File: src/rtl/button_debounce_pulse_pkg.sv
// Shared encodings and defaults for the push-button conditioning stage.
// One-hot states line up with the step FSM that consumes the press pulse.
package button_debounce_pulse_pkg;

  typedef enum logic [3:0] {
    IDLE_LOW  = 4'b0001,
    WAIT_HIGH = 4'b0010,
    HELD_HIGH = 4'b0100,
    WAIT_LOW  = 4'b1000
  } db_state_t;

  // 10 ms of stable samples at 50 MHz
  localparam int STABLE_COUNT_50MHZ_10MS = 500000;

endpackage

File: src/rtl/sync_2ff.sv
// Two-flop synchroniser for asynchronous inputs; both flops clear to 0 on reset.
module sync_2ff (
  input  logic clock,
  input  logic reset,
  input  logic d,
  output logic q
);

  logic sync1, sync2;

  always_ff @(posedge clock or posedge reset) begin
    if (reset) begin
      sync1 <= 1'b0;
      sync2 <= 1'b0;
    end else begin
      sync1 <= d;
      sync2 <= sync1;
    end
  end

  assign q = sync2;

endmodule

File: src/rtl/button_debounce_pulse.sv
// Debounces a raw push-button into a clean level and a one-cycle press pulse,
// so each physical press advances the downstream step FSM exactly once.
module button_debounce_pulse
  import button_debounce_pulse_pkg::*;
#(
  parameter int STABLE_COUNT = STABLE_COUNT_50MHZ_10MS,
  parameter int CNT_WIDTH    = 20
) (
  input  logic clock,
  input  logic reset,
  input  logic button_in,
  output logic level_out,
  output logic pulse_out
);

  localparam logic [CNT_WIDTH-1:0] CNT_LAST = CNT_WIDTH'(STABLE_COUNT - 1);
  localparam logic [CNT_WIDTH-1:0] CNT_ONE  = CNT_WIDTH'(1);

  logic                 sync2;
  db_state_t            state_q, state_d;
  logic [CNT_WIDTH-1:0] cnt_q, cnt_d;
  logic                 pulse_d, level_d;

  sync_2ff u_sync (
    .clock (clock),
    .reset (reset),
    .d     (button_in),
    .q     (sync2)
  );

  always_ff @(posedge clock or posedge reset) begin
    if (reset) begin
      state_q   <= IDLE_LOW;
      cnt_q     <= '0;
      level_out <= 1'b0;
      pulse_out <= 1'b0;
    end else begin
      state_q   <= state_d;
      cnt_q     <= cnt_d;
      level_out <= level_d;
      pulse_out <= pulse_d;
    end
  end

  // Counter holds the number of consecutive samples opposite to the accepted
  // level; it is cleared on every accept/abort so it never passes CNT_LAST.
  always_comb begin
    state_d = state_q;
    cnt_d   = '0;
    pulse_d = 1'b0;
    case (state_q)
      IDLE_LOW: begin
        if (sync2) begin
          state_d = WAIT_HIGH;
          cnt_d   = CNT_ONE;
        end
      end
      WAIT_HIGH: begin
        if (!sync2) begin
          state_d = IDLE_LOW;
        end else if (cnt_q == CNT_LAST) begin
          state_d = HELD_HIGH;
          pulse_d = 1'b1;
        end else begin
          cnt_d = cnt_q + CNT_ONE;
        end
      end
      HELD_HIGH: begin
        if (!sync2) begin
          state_d = WAIT_LOW;
          cnt_d   = CNT_ONE;
        end
      end
      WAIT_LOW: begin
        if (sync2) begin
          state_d = HELD_HIGH;
        end else if (cnt_q == CNT_LAST) begin
          state_d = IDLE_LOW;
        end else begin
          cnt_d = cnt_q + CNT_ONE;
        end
      end
      default: state_d = IDLE_LOW;
    endcase
    level_d = (state_d == HELD_HIGH) || (state_d == WAIT_LOW);
  end

endmodule

File: config.mk
export PLATFORM = sky130hd
export DESIGN_NAME = button_debounce_pulse
export DESIGN_NICKNAME = d
export VERILOG_FILES = /design/src/rtl/button_debounce_pulse_pkg.sv /design/src/rtl/sync_2ff.sv /design/src/rtl/button_debounce_pulse.sv
export SDC_FILE = /design/constraint.sdc
export NUM_CORES = 1
export LEC_CHECK = 0
export BUFFER_PORTS_ARGS = -buffer_cell sky130_fd_sc_hd__buf_2
export CORE_MARGIN = 8
export CORE_UTILIZATION = 50
export CTS_CLUSTER_SIZE = 28
export DETAILED_ROUTE_END_ITERATION = 16
export PLACE_DENSITY = 0.62
export REMOVE_ABC_BUFFERS = 1
export SLEW_MARGIN = 5
export SYNTH_ARGS = -nofsm -noshare
export SYNTH_HDL_FRONTEND = slang
export SYNTH_SLANG_ARGS = --single-unit
File: constraint.sdc
create_clock -name clock -period 4.13 [get_ports clock]
set_input_delay 0.826 -clock clock [delete_from_list [all_inputs] [get_ports clock]]
set_output_delay 0.826 -clock clock [all_outputs]
set_load 0.03 [all_outputs]
* Word level (Yosys, flattened, before mapping) *
Index checks and enable logic that the tools add are counted.

operators by class
  equality and inequality tests = 7
  reductions and logical operators = 1
  $add $sub $neg = 1
  multiplexer cells = 16

operators with widths
  operator               number
  $pmux 20 s4            1
  $mux 20                3
  $mux 4                 6
  $add 20x1->20 const B  1
  $eq 20x19->1 const B   1
  $pmux 4 s4             1
  $eq 4x3->1 const B     2
  $eq 4x4->1 const B     2
  $mux 1                 5
  $eq 4x1->1 const B     1
  $eq 4x2->1 const B     1
  $logic_or 1x1->1       1

storage, ports and cells
  output and inout port bits = 2
  register bits after elaboration = 28
  input bits = 3
  logic and storage cells = 31

* Depth between registers and ports, before layout *
Gate-level depths: netlist of the first run.

  depth after elaboration = 6
  gate-level depth with buffers = 6
  depth with buffers taken out = 5

* Hierarchy *
From an unflattened synthesis of the first run, not the netlist that was laid out.

second synthesis, totals
  cell total of the unflattened synthesis = 159
  area, all modules = 1486.4 µm²

by module, submodules not included
  module                 instances  sequential area each (µm²)  area an instance (µm²)  cells each
  button_debounce_pulse  1          651.9                       1432.6                  156
  sync_2ff               1          50.0                        53.8                    3

* Least setup slack after synthesis of the first run *
Ideal clock, no wire load.

  path kind = flip-flop to flip-flop
  from = reg cnt_q[0]
  to = reg cnt_q[16]
  slack = 2255 ps
  setup time = 73 ps
  data required time = 4057 ps
  stages on the path, launching flop included = 6
  data arrival time = 1802 ps
  path through = dfrtp_1 -> ha_1 -> nand4_2 -> or4_4 -> or3_1 -> a21oi_2

on the way
  cells in the longest elaborated chain, start to end = 4
  elaborated cells on any way between the ends = 6

ends and longest elaborated chain
  item                                           RTL line                                                  RTL
  from (decl)                                    button_debounce_pulse.sv:21                               logic [CNT_WIDTH-1:0] cnt_q, cnt_d;
  from (signal assigned)                         button_debounce_pulse.sv:39                               cnt_q <= cnt_d;
  $add 20x1->20 or $eq 20x19->1 (tied branches)  --
  $mux 20 (*)                                    button_debounce_pulse.sv:61, button_debounce_pulse.sv:77
  $mux 20 (on tied branches)                     button_debounce_pulse.sv:75, button_debounce_pulse.sv:59
  $pmux 20 s4 (*)                                button_debounce_pulse.sv:51                               case (state_q)
  via cnt_d[16]                                  button_debounce_pulse.sv:21

The timed path passes the listed nets; every way through them passes the cells marked *.

* Final worst setup path of the first run *
  from = reg cnt_q[0]
  to = reg cnt_q[0]

The elaborated chain is that of the path after synthesis.

==> results.cfg, run 1 <==
[drt]
drt-pass1-iter-count = 4
remaining_drc_errors = 0
route.detailed.vias_per_inst = 5.95
num_vias = 1113
post_drt_wl_per_cell_um = 15.1
total_wirelength_of_the_detailed_routed_design_um = 2820
drt_iter0_markers = 85
antenna_left = 0

[floorplanning]
fp.dieW_um = 70.0
placeable_area_um2 = 2760
initial_utilization = 0.529
row_count = 19
chipHeight_um = 70.0
die_area_um2 = 4910
io_pins = 5

[timing]
layout_min_cycle_time_ps = 2400
hold_viol_final = 0
rsz0062_at_grt = no
tns_ps = 0
finalMaxSlewViolations = 0
fin_skew_ps = 4.70
max_clock_freq_ghz = 0.417
finalCritPeriodShare = 0.581
timing_worst_slew_pin_value_ps = 1020
timing.final.setup_violations = 0
timing.hold.ws_ps = 367
maxSlewHeadroom = 0.317

[synthesis]
synth.avg_cell_area_um2 = 9.54
postSynthRegisterBits = 28
postSynth.asyncResetShare = 1.00
post_synth_inst_count = 153
synthDistinctLibCells = 39
count_of_yosys_warnings_during_synthesis = 0
synth_enable_flop_cells = 0
synth_sequential_area_ratio = 0.481
synth_top_flop_cell = dfrtp_1
post_synth_design_cell_area_um2 = 1460

[final_layout]
finish.net_count = 161
final_layout_size_suffix_gt1_frac = 0.115
antenna-diode-count = 0
n_fill_cell = 252
mostFrequentLayoutCell = dfrtp_1
final_core_utilization = 0.557
area_growth_pct = 5.23
final_cell_mix = dfrtp_1 (27), nor2_1 (18), nand2_1 (11), nand4_1 (8), a21oi_1 (8)

[global_route]
grt_pass1_wl_um = 5020
gr-usage-met3 = 0.0212
globalRoute.busiestLayer = met2
global_route.overflow_total = 0
largest_net_degree_at_the_start_of_global_routing = 29
gr-usage-all-layers = 0.118
antenna_found_initial = 0
grt_use_met1 = 0.167
groute.layer.met2.usage = 0.176
first_global_vias = 1050

[critical_path]
critPathArrivalTime_ps = 2600
critPathBufInv = 1
setup.worst_path.class = reg2reg
worstRegToRegCells = 6
critical_path.top_delay_family = compound AO/OA/AOI/OAI gates
worstSetupEndpointType = flip-flop
cp.required_ps = 4330
startpoint_type = flip-flop
timing.critical_path.depth = 6
critPathSlowestCell = o21ai_1
crit_chain = ha_1 > and4_2 > nand3b_1 > o21ai_1 > buf_4 > o32ai_1
cp_max_fo = 11
cpPeakStageDelay_ps = 690

[clocking]
cts_tree = done
clkSinkCount = 28
clk_pin_slew_ps = 140
htree_levels = 1
cts-resized-gates = 0
clock_path_buffers = 2
post_cts_hold_buffer_count = 0
cts_setup_buffers = 0
worst_skew_pair.late_latency_ps = 320
ctsRootBufferMaster = clkbuf_4
cts-buffers-inserted = 3

[job]
drv_cap = 0

[min_path]
worst_hold_path_type = reg2reg
number_of_stages_on_the_worst_hold_path = 0

[placement]
port_buffers = 4
post-dp-hpwl_um = 2000
place.gp.congestion = 0.802

[run_status]
outcome = complete, no violations

[power]
cellLeakagePower_nw = 0.568
ir_drop_mv = 0.188
ratio_of_total_power_to_cell_area_nw_per_um2 = 296
## path summary, 6_finish.rpt
check                              from  slack (ps)   endpoint
setup / recovery               cnt_q[0]        1730   cnt_q[0]
hold / removal             u_sync.sync1         370   u_sync.q
setup reg to reg               cnt_q[0]        1730   cnt_q[0]
hold reg to reg            u_sync.sync1         370   u_sync.q
max in group asynchronous         reset        2790   cnt_q[2]
min in group asynchronous         reset         730  cnt_q[15]
## per-stage QoR
stage                     total power [mW]  std cells  instance area, µm²  setup WS, ps
after floorplan                      0.319        147                1430          1490
after global placement               0.329        183                1500          1870
after detailed placement             0.330        183                1500          1790
after CTS                            0.462        187                1540          1760
after global routing                 0.480        187                1540          1520
final                                0.455        187                1540          1730
## sequential cells by signal (all words and copies together) (netlist names)
name          cells
pulse_out         1
u_sync.q          1
level_out         1
cnt_q            20
state_q           4
u_sync.sync1      1
## layout make-up
type / instances / area (µm²) / area share
multi-input combinational: 114 / 713 / 0.464
sequential: 28 / 702 / 0.457
tap: 31 / 38.8 / 0.0252
clock buffer: 4 / 36.3 / 0.0236
timing repair buffer: 5 / 27.5 / 0.0179
inverter: 5 / 18.8 / 0.0122
## synth_stat cells, drive strengths merged (2+ instances only)
cell type  number  area, µm²
inv             5       18.8
nand2          11       41.3
nor2b           3       18.8
nor4b           2       17.5
nand2b          3       18.8
or4             3       30.0
nand4           9       62.6
xor2            5       43.8
nand3           5       30.0
nor3            2       10.0
buf             3       15.0
xnor2           7       61.3
nand3b          3       22.5
or3             7       43.8
nor4            5       31.3
nor2           18       67.6
dfrtp          27        676
o21ai           7       35.0
a21oi          10       57.6
clkbuf          3       11.3
## layer usage
metal / vias up / part of all wire / wire, µm
met5: - / 0 / 0
met4: 0 / 0.0074 / 21
met3: 2 / 0.038 / 108
met2: 24 / 0.46 / 1300
met1: 526 / 0.50 / 1400
li1: 561 / - / -
## report_power, final
group | internal, mW | total [mW] | switching [mW]
clock | 0.0539 | 0.130 | 0.0758
combinational | 0.0111 | 0.0276 | 0.0165
sequential | 0.282 | 0.298 | 0.0157
## logic make-up after synthesis
logic type / count (synthesis) / synth area share
xor+xnor: 12 / 0.0720
compound gates: 25 / 0.110
fa+ha+maj: 1 / 0.00857
flops: 28 / 0.481
simple gates: 76 / 0.298
buf+inv: 11 / 0.0308
No activity file was read; power rests on OpenSTA's default activity.
==> run 2: changes to the inputs <==
--- a/config.mk
+++ b/config.mk
@@ -5,12 +5,13 @@
 export SDC_FILE = /design/constraint.sdc
 export NUM_CORES = 1
 export LEC_CHECK = 0
+export ABC_AREA = 1
 export BUFFER_PORTS_ARGS = -buffer_cell sky130_fd_sc_hd__buf_2
 export CORE_MARGIN = 8
 export CORE_UTILIZATION = 50
 export CTS_CLUSTER_SIZE = 28
 export DETAILED_ROUTE_END_ITERATION = 16
-export PLACE_DENSITY = 0.62
+export PLACE_DENSITY = 0.65
 export REMOVE_ABC_BUFFERS = 1
 export SLEW_MARGIN = 5
 export SYNTH_ARGS = -nofsm -noshare
==> constraint.sdc (replaced) <==
create_clock -name clock -period 2.2 [get_ports clock]
set_input_delay 0.44 -clock clock [delete_from_list [all_inputs] [get_ports clock]]
set_output_delay 0.44 -clock clock [all_outputs]
set_load 0.03 [all_outputs]
==> run 2 against run 1 <==
Effect of this change:
- synthesized cell count up 35%
- first-iteration DRC count is 29% higher
- clock skew down 2.1 ps
- hold slack lost 240 ps
- clock-buffer cell count fell by 1
- critical path depth is 2 higher
- final area is 8.2% higher
- non-clock buffer count did not move
- total power increased by 130%
- sequential cell count did not move
- via count up 13%
- combinational power rose to 4.9 times the previous value
- critical path type unchanged
- largest cell class unchanged
- highest routed layer is now met3
==> results.cfg, run 2 <==
[run_status]
outcome = complete, no violations

[placement]
place.gp.congestion = 0.867
post-dp-hpwl_um = 2190
port_buffers = 4

[drt]
remaining_drc_errors = 0
post_drt_wl_per_cell_um = 11.5
num_vias = 1259
route.detailed.vias_per_inst = 5.10
antenna_left = 0
total_wirelength_of_the_detailed_routed_design_um = 2850
drt-pass1-iter-count = 4
drt_iter0_markers = 110

[critical_path]
crit_chain = ha_1 > nand2_1 > nor2_4 > inv_2 > nor2_2 > nand3_2 > nand2_2 > o21ai_0
worstSetupEndpointType = flip-flop
critPathArrivalTime_ps = 1830
critPathSlowestCell = dfrtp_1
cp.required_ps = 2420
startpoint_type = flip-flop
cp_max_fo = 13
cpPeakStageDelay_ps = 410
setup.worst_path.class = reg2reg

[global_route]
largest_net_degree_at_the_start_of_global_routing = 29
gr-usage-met3 = 0.0307
global_route.overflow_total = 0
antenna_found_initial = 0
gr-usage-all-layers = 0.125
groute.layer.met2.usage = 0.207
grt_pass1_wl_um = 5220
first_global_vias = 1220
grt_use_met1 = 0.159
globalRoute.busiestLayer = met2

[synthesis]
portion_of_synthesized_cell_area_occupied_by_the_leading_cell_type = 0.433
synth_enable_flop_cells = 0
most_frequent_cell_after_synthesis = nand2_1
synthTopCellsByArea = dfrtp_1 (43%), nand2_1 (11%), nor2_1 (9.4%)
postSynth.asyncResetShare = 1.00
synth.avg_cell_area_um2 = 7.54
synthDistinctLibCells = 26
synth_top_flop_cell = dfrtp_1
post_synth_inst_count = 207
netlist.top_cell.by_area = dfrtp_1
synth_sequential_area_ratio = 0.450
post_synth_design_cell_area_um2 = 1560
synth_commonest_cells = nand2_1 (44), nor2_1 (39), inv_1 (29)
count_of_yosys_warnings_during_synthesis = 0
postSynthRegisterBits = 28

[floorplanning]
die_area_um2 = 5160
initial_utilization = 0.520
io_pins = 5
fp.dieW_um = 71.9
placeable_area_um2 = 3000
chipHeight_um = 71.9
row_count = 20

[clocking]
cts_setup_buffers = 0
clk_pin_slew_ps = 150
htree_levels = 1
cts-resized-gates = 0
cts-buffers-inserted = 3
clkSinkCount = 28
cts_tree = done
worst_skew_pair.late_latency_ps = 330
clock_path_buffers = 2
post_cts_hold_buffer_count = 0
ctsRootBufferMaster = clkbuf_4

[final_layout]
n_fill_cell = 289
mostFrequentLayoutCell = nand2_1
max_flop_register = cnt_q
final_cell_mix = nand2_1 (44), nor2_1 (39), inv_1 (29), dfrtp_1 (27), nand3_1 (17)
antenna-diode-count = 0
biggestRegsByFlops = cnt_q (20), state_q (4)
final_layout_size_suffix_gt1_frac = 0.159
area_growth_pct = 6.58
finish.net_count = 219
largest_reg_flops = 20

[power]
cellLeakagePower_nw = 0.783
ir_drop_mv = 0.298
totalPowerFinal_mw = 1.05
ratio_of_total_power_to_cell_area_nw_per_um2 = 632

[timing]
timing.final.setup_violations = 0
fin_skew_ps = 2.62
hold_viol_final = 0
finalMaxSlewViolations = 0
max_clock_freq_ghz = 0.624
layout_min_cycle_time_ps = 1600
maxSlewHeadroom = 0.764
rsz0062_at_grt = no
timing_worst_slew_pin_value_ps = 354
finalCritPeriodShare = 0.729
tns_ps = 0

[min_path]
worst_hold_path_type = in2async

[job]
drv_cap = 0
==> run 2: power breakdown <==
group / total [mW] / leakage, nW / switching (mW) / internal [mW]
clock: 0.338 / 0.0279 / 0.154 / 0.184
sequential: 0.577 / 0.381 / 0.0302 / 0.547
combinational: 0.135 / 0.374 / 0.0880 / 0.0474
total: 1.05 / 0.783 / 0.272 / 0.779
==> run 2: path summary, 6_finish.rpt <==
path                                    from            to  slack [ps]  cells after the start
worst max-delay path                cnt_q[0]    state_q[1]         600                      8
worst min-delay path                   reset      cnt_q[0]         130                      3
worst max register to register      cnt_q[0]    state_q[1]         600                      8
worst min register to register  u_sync.sync1      u_sync.q         390                      0
max in group asynchronous              reset    state_q[0]        1760                      3
min in group clock                 button_in  u_sync.sync1         200                      1
==> run 2: through the flow <==
step	hold slack [ps]	cell area [µm²]	utilization	std cells	worst slack [ps]
6_report	132	1660	0.554	247	596
5_1_grt	144	1660	0.554	247	423
4_1_cts	134	1660	0.554	247	562
3_5_place_dp	353	1610	0.536	243	589
3_3_place_gp	348	1610	0.536	243	670
2_1_floorplan	331	1540	-	205	797
==> run 2: kinds of logic (layout without fill, tap and decap cells) <==
group	Yosys count	after routing	synth area share
fa+ha+maj	1	1	0.00802
xor+xnor	5	5	0.0281
compound gates	10	10	0.0393
flops	28	28	0.450
simple gates	128	128	0.383
buf+inv	35	42	0.0914
==> run 2: area by class of cell <==
cell class,count,area (µm²),share of cell area
Sequential cell,28,702,0.422
Tap cell,33,41.3,0.0248
Inverter,33,124,0.0745
Multi-Input combinational cell,144,716,0.430
Timing Repair Buffer,5,27.5,0.0166
Clock inverter,1,30.0,0.0181
Clock buffer,3,22.5,0.0135
==> run 2: metal layers <==
layer  up-vias  wire length, µm
met5         -                0
met4         0                0
met3         0               90
met2        17             1320
met1       593             1440
li1        649                -
==> run 2: critical path: cells and delay by family (launching register included) <==
family                     cells  cell delay, ps
AOI/OAI and AO/OA              1             120
and+or+nand+nor                5             740
DFF                            1             410
buffers and inverters          1              50
adders and majority gates      1             180
